## config.mk

```make
export PLATFORM = sky130hd
export DESIGN_NAME = bsg_front_side_bus_hop_out_no_fc
export DESIGN_NICKNAME = d
export VERILOG_FILES = /design/src/rtl/bsg_front_side_bus_hop_out_no_fc.sv
export SDC_FILE = /design/constraint.sdc
export NUM_CORES = 1
export LEC_CHECK = 0
export ABC_CLOCK_PERIOD_IN_PS = 5070
export CAP_MARGIN = 0
export CORE_UTILIZATION = 35
export DETAILED_ROUTE_END_ITERATION = 8
export DONT_BUFFER_PORTS = 1
export PLACE_DENSITY = 0.59
export SETUP_SLACK_MARGIN = 0.5
export SYNTH_ARGS = -nofsm -noshare
export SYNTH_HDL_FRONTEND = slang
export SYNTH_SLANG_ARGS = --single-unit
```

## constraint.sdc

```tcl
create_clock -name clk_i -period 5.07 [get_ports clk_i]
set_clock_uncertainty 0.05 [all_clocks]
set_input_delay 0.7605 -clock clk_i [delete_from_list [all_inputs] [get_ports clk_i]]
set_output_delay 0.7605 -clock clk_i [all_outputs]
set_load 0.02 [all_outputs]
```

## src/rtl/bsg_front_side_bus_hop_out_no_fc.sv

```systemverilog
// Output stage of one front-side-bus hop: registers one word per cycle toward the
// next hop, giving upstream pass-through strict priority over queued local words.
module bsg_front_side_bus_hop_out_no_fc #(
  parameter int width_p     = 8,
  parameter int local_els_p = 2
) (
  input  logic               clk_i,
  input  logic               reset_i,
  input  logic [width_p-1:0] data_i,
  input  logic               v_i,
  input  logic [width_p-1:0] local_data_i,
  input  logic               local_v_i,
  output logic               local_ready_o,
  output logic [width_p-1:0] data_o,
  output logic               v_o
);

  localparam int ptr_w_lp = (local_els_p > 1) ? $clog2(local_els_p) : 1;
  localparam int cnt_w_lp = $clog2(local_els_p + 1);
  localparam logic [ptr_w_lp-1:0] last_ptr_lp = ptr_w_lp'(local_els_p - 1);
  localparam logic [cnt_w_lp-1:0] full_cnt_lp = cnt_w_lp'(local_els_p);

  // Handshakes: a local word transfers on a cycle where local_v_i & local_ready_o
  // are both high; local_ready_o never looks at local_v_i. Pass-through (v_i) has
  // no ready at all and is consumed in the cycle it is presented.

  logic [width_p-1:0]  mem_r [local_els_p];
  logic [ptr_w_lp-1:0] rd_ptr_r, wr_ptr_r;
  logic [cnt_w_lp-1:0] count_r;
  logic                enq, deq, fifo_empty;
  logic [ptr_w_lp-1:0] rd_ptr_n, wr_ptr_n;
  logic [cnt_w_lp-1:0] count_n;

  assign fifo_empty    = (count_r == '0);
  assign local_ready_o = (count_r < full_cnt_lp) & ~reset_i;
  assign enq           = local_v_i & local_ready_o;
  // Head only leaves on an idle upstream slot; a word written this cycle is not yet counted.
  assign deq           = ~v_i & ~fifo_empty & ~reset_i;

  always_comb begin
    rd_ptr_n = rd_ptr_r;
    wr_ptr_n = wr_ptr_r;
    count_n  = count_r;
    if (enq) begin
      wr_ptr_n = (wr_ptr_r == last_ptr_lp) ? '0 : wr_ptr_r + 1'b1;
    end
    if (deq) begin
      rd_ptr_n = (rd_ptr_r == last_ptr_lp) ? '0 : rd_ptr_r + 1'b1;
    end
    if (enq & ~deq) begin
      count_n = count_r + 1'b1;
    end else if (deq & ~enq) begin
      count_n = count_r - 1'b1;
    end
  end

  always_ff @(posedge clk_i) begin
    if (reset_i) begin
      rd_ptr_r <= '0;
      wr_ptr_r <= '0;
      count_r  <= '0;
      v_o      <= 1'b0;
    end else begin
      rd_ptr_r <= rd_ptr_n;
      wr_ptr_r <= wr_ptr_n;
      count_r  <= count_n;
      v_o      <= v_i | ~fifo_empty;
    end
  end

  // Storage and data_o carry no reset; data_o holds across idle cycles.
  always_ff @(posedge clk_i) begin
    if (enq) begin
      mem_r[wr_ptr_r] <= local_data_i;
    end
    if (~reset_i) begin
      if (v_i) begin
        data_o <= data_i;
      end else if (deq) begin
        data_o <= mem_r[rd_ptr_r];
      end
    end
  end

endmodule

```

=== Word level (Yosys, flattened, before mapping) ===
Memory sizes are Yosys's and may differ from the RTL's. A register that Yosys moved wholly into a read port is not among the register bits.
Cells that the tools add are included.

* Bits of input ports: 20
* Memories kept: 1
* Logic and storage cells: 37
* Flip-flop bits (word level): 13
* Memory bits (writable): 16
* Output and inout bits: 10

{| class="wikitable"
|+ Memory list
! name !! depth !! width !! read ports !! clocked after memory_dff !! write ports !! RTL line !! source
|-
| mem_r || 2 || 8 || 1 || 1 || 1 || 27 || <nowiki>logic [width_p-1:0] mem_r [local_els_p];</nowiki>
|}

* Bitwise operators: 12
* Magnitude comparators: 1
* $add $sub $neg: 4
* Reductions and logical operators: 4
* Muxes and demuxes: 10

{| class="wikitable"
|+ Operators with widths
! cell !! count
|-
| 8-bit 2-to-1 mux || 2
|-
| 1-bit AND || 6
|-
| 1-bit 2-to-1 mux || 6
|-
| 1-bit inverter || 5
|-
| 2-bit 2-to-1 mux || 2
|-
| 2-bit nonzero test || 2
|-
| 1-bit adder, second input constant || 2
|-
| 2-bit by 1-bit adder with 2-bit output, second input constant || 1
|-
| 2-bit logical NOT || 1
|-
| 2-bit < comparator, second input constant || 1
|-
| 2-bit AND reduction || 1
|-
| 2-bit by 1-bit subtractor with 2-bit output, second input constant || 1
|-
| 1-bit OR || 1
|}

=== Depth between registers and ports, before layout ===
* Depth in word-level cells: 7
* Mapped depth: 7
* Depth with buffers taken out: 6

=== Least setup slack after synthesis ===
OpenSTA, ideal clock, no wires.

* Path kind: input port to flip-flop
* From: input port reset_i
* To: memory mem_r[0][0], enable pin
* Stages: 4
* Path slack: 2.780 ns
* Setup time: 0.373 ns
* Arrival time: 1.867 ns
* Data required time: 4.647 ns
* Cells stage by stage: buf_4 > nor2_1 > and2_1 > nor2b_1

* Word-level cells in the longest chain between the ends: 5

{| class="wikitable"
|+ RTL lines
! what !! RTL line !! source
|-
| start, declared || 8 || <nowiki>input logic reset_i,</nowiki>
|-
| 1-bit inverter || -- ||
|-
| 1-bit AND || 35 || <nowiki>assign local_ready_o = (count_r < full_cnt_lp) & ~reset_i;</nowiki>
|-
| named net local_ready_o || 13 || <nowiki>output logic local_ready_o,</nowiki>
|-
| 1-bit AND || 36 || <nowiki>assign enq = local_v_i & local_ready_o;</nowiki>
|-
| named net enq || 30 || <nowiki>logic enq, deq, fifo_empty;</nowiki>
|-
| 1-bit 2-to-1 mux || 73 || <nowiki>if (enq) begin</nowiki>
|-
| 1-bit 2-to-1 mux (implied by the code) || 74 || <nowiki>mem_r[wr_ptr_r] <= local_data_i;</nowiki>
|-
| end, declared || 27 ||
|}

The timed path passes the listed nets, and every way through them passes these cells.

=== Final worst setup path ===
* From: input port reset_i
* To: memory mem_r[0][2], enable pin

* Word-level cells in the longest chain between the ends: 5

{| class="wikitable"
|+ RTL lines
! what !! RTL line
|-
| 1-bit inverter || --
|-
| 1-bit AND || 35
|-
| 1-bit AND || 36
|-
| named net enq || 30
|-
| 1-bit 2-to-1 mux || 73
|-
| 1-bit 2-to-1 mux (implied by the code) || 74
|}

The timed path passes the listed nets, and every way through them passes these cells.

==> results by group <==
Floorplanning
  – # IOs: 30
  – Die W: 59.26 µm
  – Core Footprint: 3078 µm²
  – Starting Density: 0.3728
  – Die ar.: 3511 µm²
  – Die Y: 59.26 µm
  – Cell row count: 20

GRT
  – Vias in the first global route: 550
  – Largest net degree at the start of global routing: 19
  – First-pass GRT wire length: 2484 µm
  – GRT overflow: 0
  – Overall Global Routing Usage: 0.1038
  – Initial antenna violation count: 0

Worst hold path
  – HP Start: reset_i
  – Min-delay worst type: input pin to flip-flop
  – Worst Hold Depth: 1

Clock network
  – Clk root buf: clkbuf_4
  – Hold-fix buffers, CTS: 0
  – Register clock-pin slew on the reported worst setup and hold paths: 80 ps
  – CTS tree: built
  – Clock latency at the later pin of the worst-skew pair: 310 ps
  – Total CTS buffers: 5
  – Post-CTS sizing: 0
  – Clock tree buffer depth: 2
  – Setup Fix Bufs, Post-CTS: 0
  – CTS H-tree lvls: 2
  – Num Clock Sinks: 30

Cells and area
  – Layout area overhead: 6.761%
  – Layout cell share with drive strength beyond 1: 0.07229
  – Final core occ: 0.3980
  – Diode count: 0
  – Final net count: 104

STA
  – Min cycle time layout: 1998 ps
  – Final Setup Violations: 0
  – Slew Limit Fails: 0
  – F_max: 0.5005 GHz
  – Actual slew at the worst max-slew pin: 682.7 ps
  – Fin worst setup slack: 3072 ps
  – Setup TNS: 0 ps
  – Fin crit share: 0.3941
  – RSZ-0062 raised after global routing: no
  – Slew headroom: 0.5439
  – Fin. Hold Viols: 0

Place
  – GP Congestion: 0.6856
  – Port bufs: 0
  – Dpl ws: 2687 ps
  – Post-detail-place hpwl: 1205 µm

Yosys
  – EDFF count, synth: 24
  – Post-synth net total: 101
  – Post-Syn Area: 1147 µm²
  – Commonest register cell after synthesis: edfxtp_1
  – Synth Instances: 80
  – Register area share after synthesis: 0.7328
  – Yosys reg bits: 30
  – Synth unique cells: 19
  – Ys async rst share: 0
  – Average size of a mapped cell: 14.34 µm²
  – Synthesis warning total: 0

Power
  – Design Power: 0.4923 mW
  – Pwr/cell area: 401.9 nW/µm²
  – P_sw: 0.1212 mW
  – Flop pwr share: 0.658
  – P_leak: 0.4108 nW
  – Combinational share of power: 0.098
  – Peak supply drop: 200.9 µV
  – Switching share of total power: 0.2461
  – P_int: 0.3712 mW
  – Clock share of power: 0.244

Routing
  – Drc violations: 0
  – Vias/cell: 4.370
  – Pre-antenna DRT Iters: 4
  – Wire length per cell: 12.21 µm
  – Post-route ant nets: 0
  – WL final: 1551 µm
  – Total number of vias: 555
  – Number of DRC markers in iteration 0: 11

Worst setup path
  – Worst Path Arrival: 1890 ps
  – Crit path launch: reset_i
  – Setup CP Type: input pin to flip-flop
  – CP Launch Type: input pin
  – Crit end category: flip-flop
  – R2r setup slk: 3120 ps
  – Reg2reg path depth: 3
  – Max FO, Critical Path: 9
  – R2r startpoint: count_r[1]
  – Worst path required time: 4960 ps

Run
  – Max cap viols: 0

Outcome
  – Status: complete, no violations
==> worst paths after layout <==
check,endpoint
hold / removal,count_r[0]
setup / recovery,mem_r[0][2]
hold reg to reg,rd_ptr_r
setup reg to reg,mem_r[0][2]
==> worst max-delay path: stages <==
cell and delay [ps]:
nor2_1 350, and2_1 210, nor2b_1 570
==> cells in the mapped netlist, types with 2 or more instances <==
cell type | instances | area share
nor2b_1 | 2 | 0.011
nor2_1 | 7 | 0.023
dfxtp_1 | 6 | 0.10
nand2_1 | 8 | 0.026
buf_2 | 3 | 0.013
o21ai_0 | 9 | 0.039
mux2i_1 | 8 | 0.070
edfxtp_1 | 24 | 0.63
xor2_1 | 3 | 0.023
==> cell families after synthesis <==
group | count (synthesis) | share of synthesized area
flops | 30 | 0.7328
mux | 8 | 0.06980
buf+inv | 4 | 0.01963
simple gates | 22 | 0.08616
fa+ha+maj | 1 | 0.01090
xor+xnor | 4 | 0.03054
compound gates | 11 | 0.05016
==> area by class of cell <==
| type | count | area [µm²] |
|---|---|---|
| fillers | 294 | 1853 |
| clock buffers | 7 | 45.04 |
| well taps | 44 | 55.05 |
| multi-input cells | 46 | 284.0 |
| flip-flops and latches | 30 | 840.8 |
==> registers in the layout, indices dropped and copies added, names as in the netlist, named ones only <==
name and cells:
count_r 2, data_o 8, mem_r 16, rd_ptr_r 1, v_o 1, wr_ptr_r 1
==> power groups by stage <==
stage	Sequential (mW)	Combinational [mW]	Clock [mW]
global placement	0.329	0.0475	0
detailed placement	0.330	0.0495	0
finish	0.324	0.0483	0.120
floorplan	0.320	0.0509	0
CTS	0.325	0.0495	0.127
global route	0.328	0.0556	0.132
==> per-layer routing <==
| metal | GRT usage | part of all wire | vias to the layer above |
|---|---|---|---|
| met2 | 0.1637 | 0.48 | 19 |
| met3 | 0.07860 | 0.15 | 2 |
| li1 | - | - | 290 |
| met4 | 0.04082 | 0.014 | 0 |
| met1 | 0.1029 | 0.36 | 244 |
| met5 | 0 | 0 | - |
==> per-stage QoR <==
step / std cells / hold WS, ps / instance area [µm²]
2_1_floorplan: 80 / 422.5 / 1147
3_3_place_gp: 120 / 440.4 / 1180
3_5_place_dp: 120 / 457.5 / 1180
4_1_cts: 127 / 439.9 / 1225
5_1_grt: 127 / 444.7 / 1225
6_report: 127 / 461.5 / 1225
==> cells in the final DEF, fill, tap and decap left out <==
cell type / Yosys / final
edfxtp_1: 24 / 24
o21ai_0: 9 / 9
mux2i_1: 8 / 8
nand2_1: 8 / 8
nor2_1: 7 / 7
dfxtp_1: 6 / 6
clkbuf_4: 0 / 5
xor2_1: 3 / 3
nor2b_1: 2 / 2
clkbuf_1: 0 / 2
and2_1: 1 / 1
and3_1: 1 / 1
o21bai_1: 1 / 1
or2_2: 1 / 1
nor3_1: 1 / 1
xnor2_1: 1 / 1
or3_1: 1 / 1
a21oi_1: 1 / 1
ha_1: 1 / 1
No activity file was read; power rests on OpenSTA's default activity.
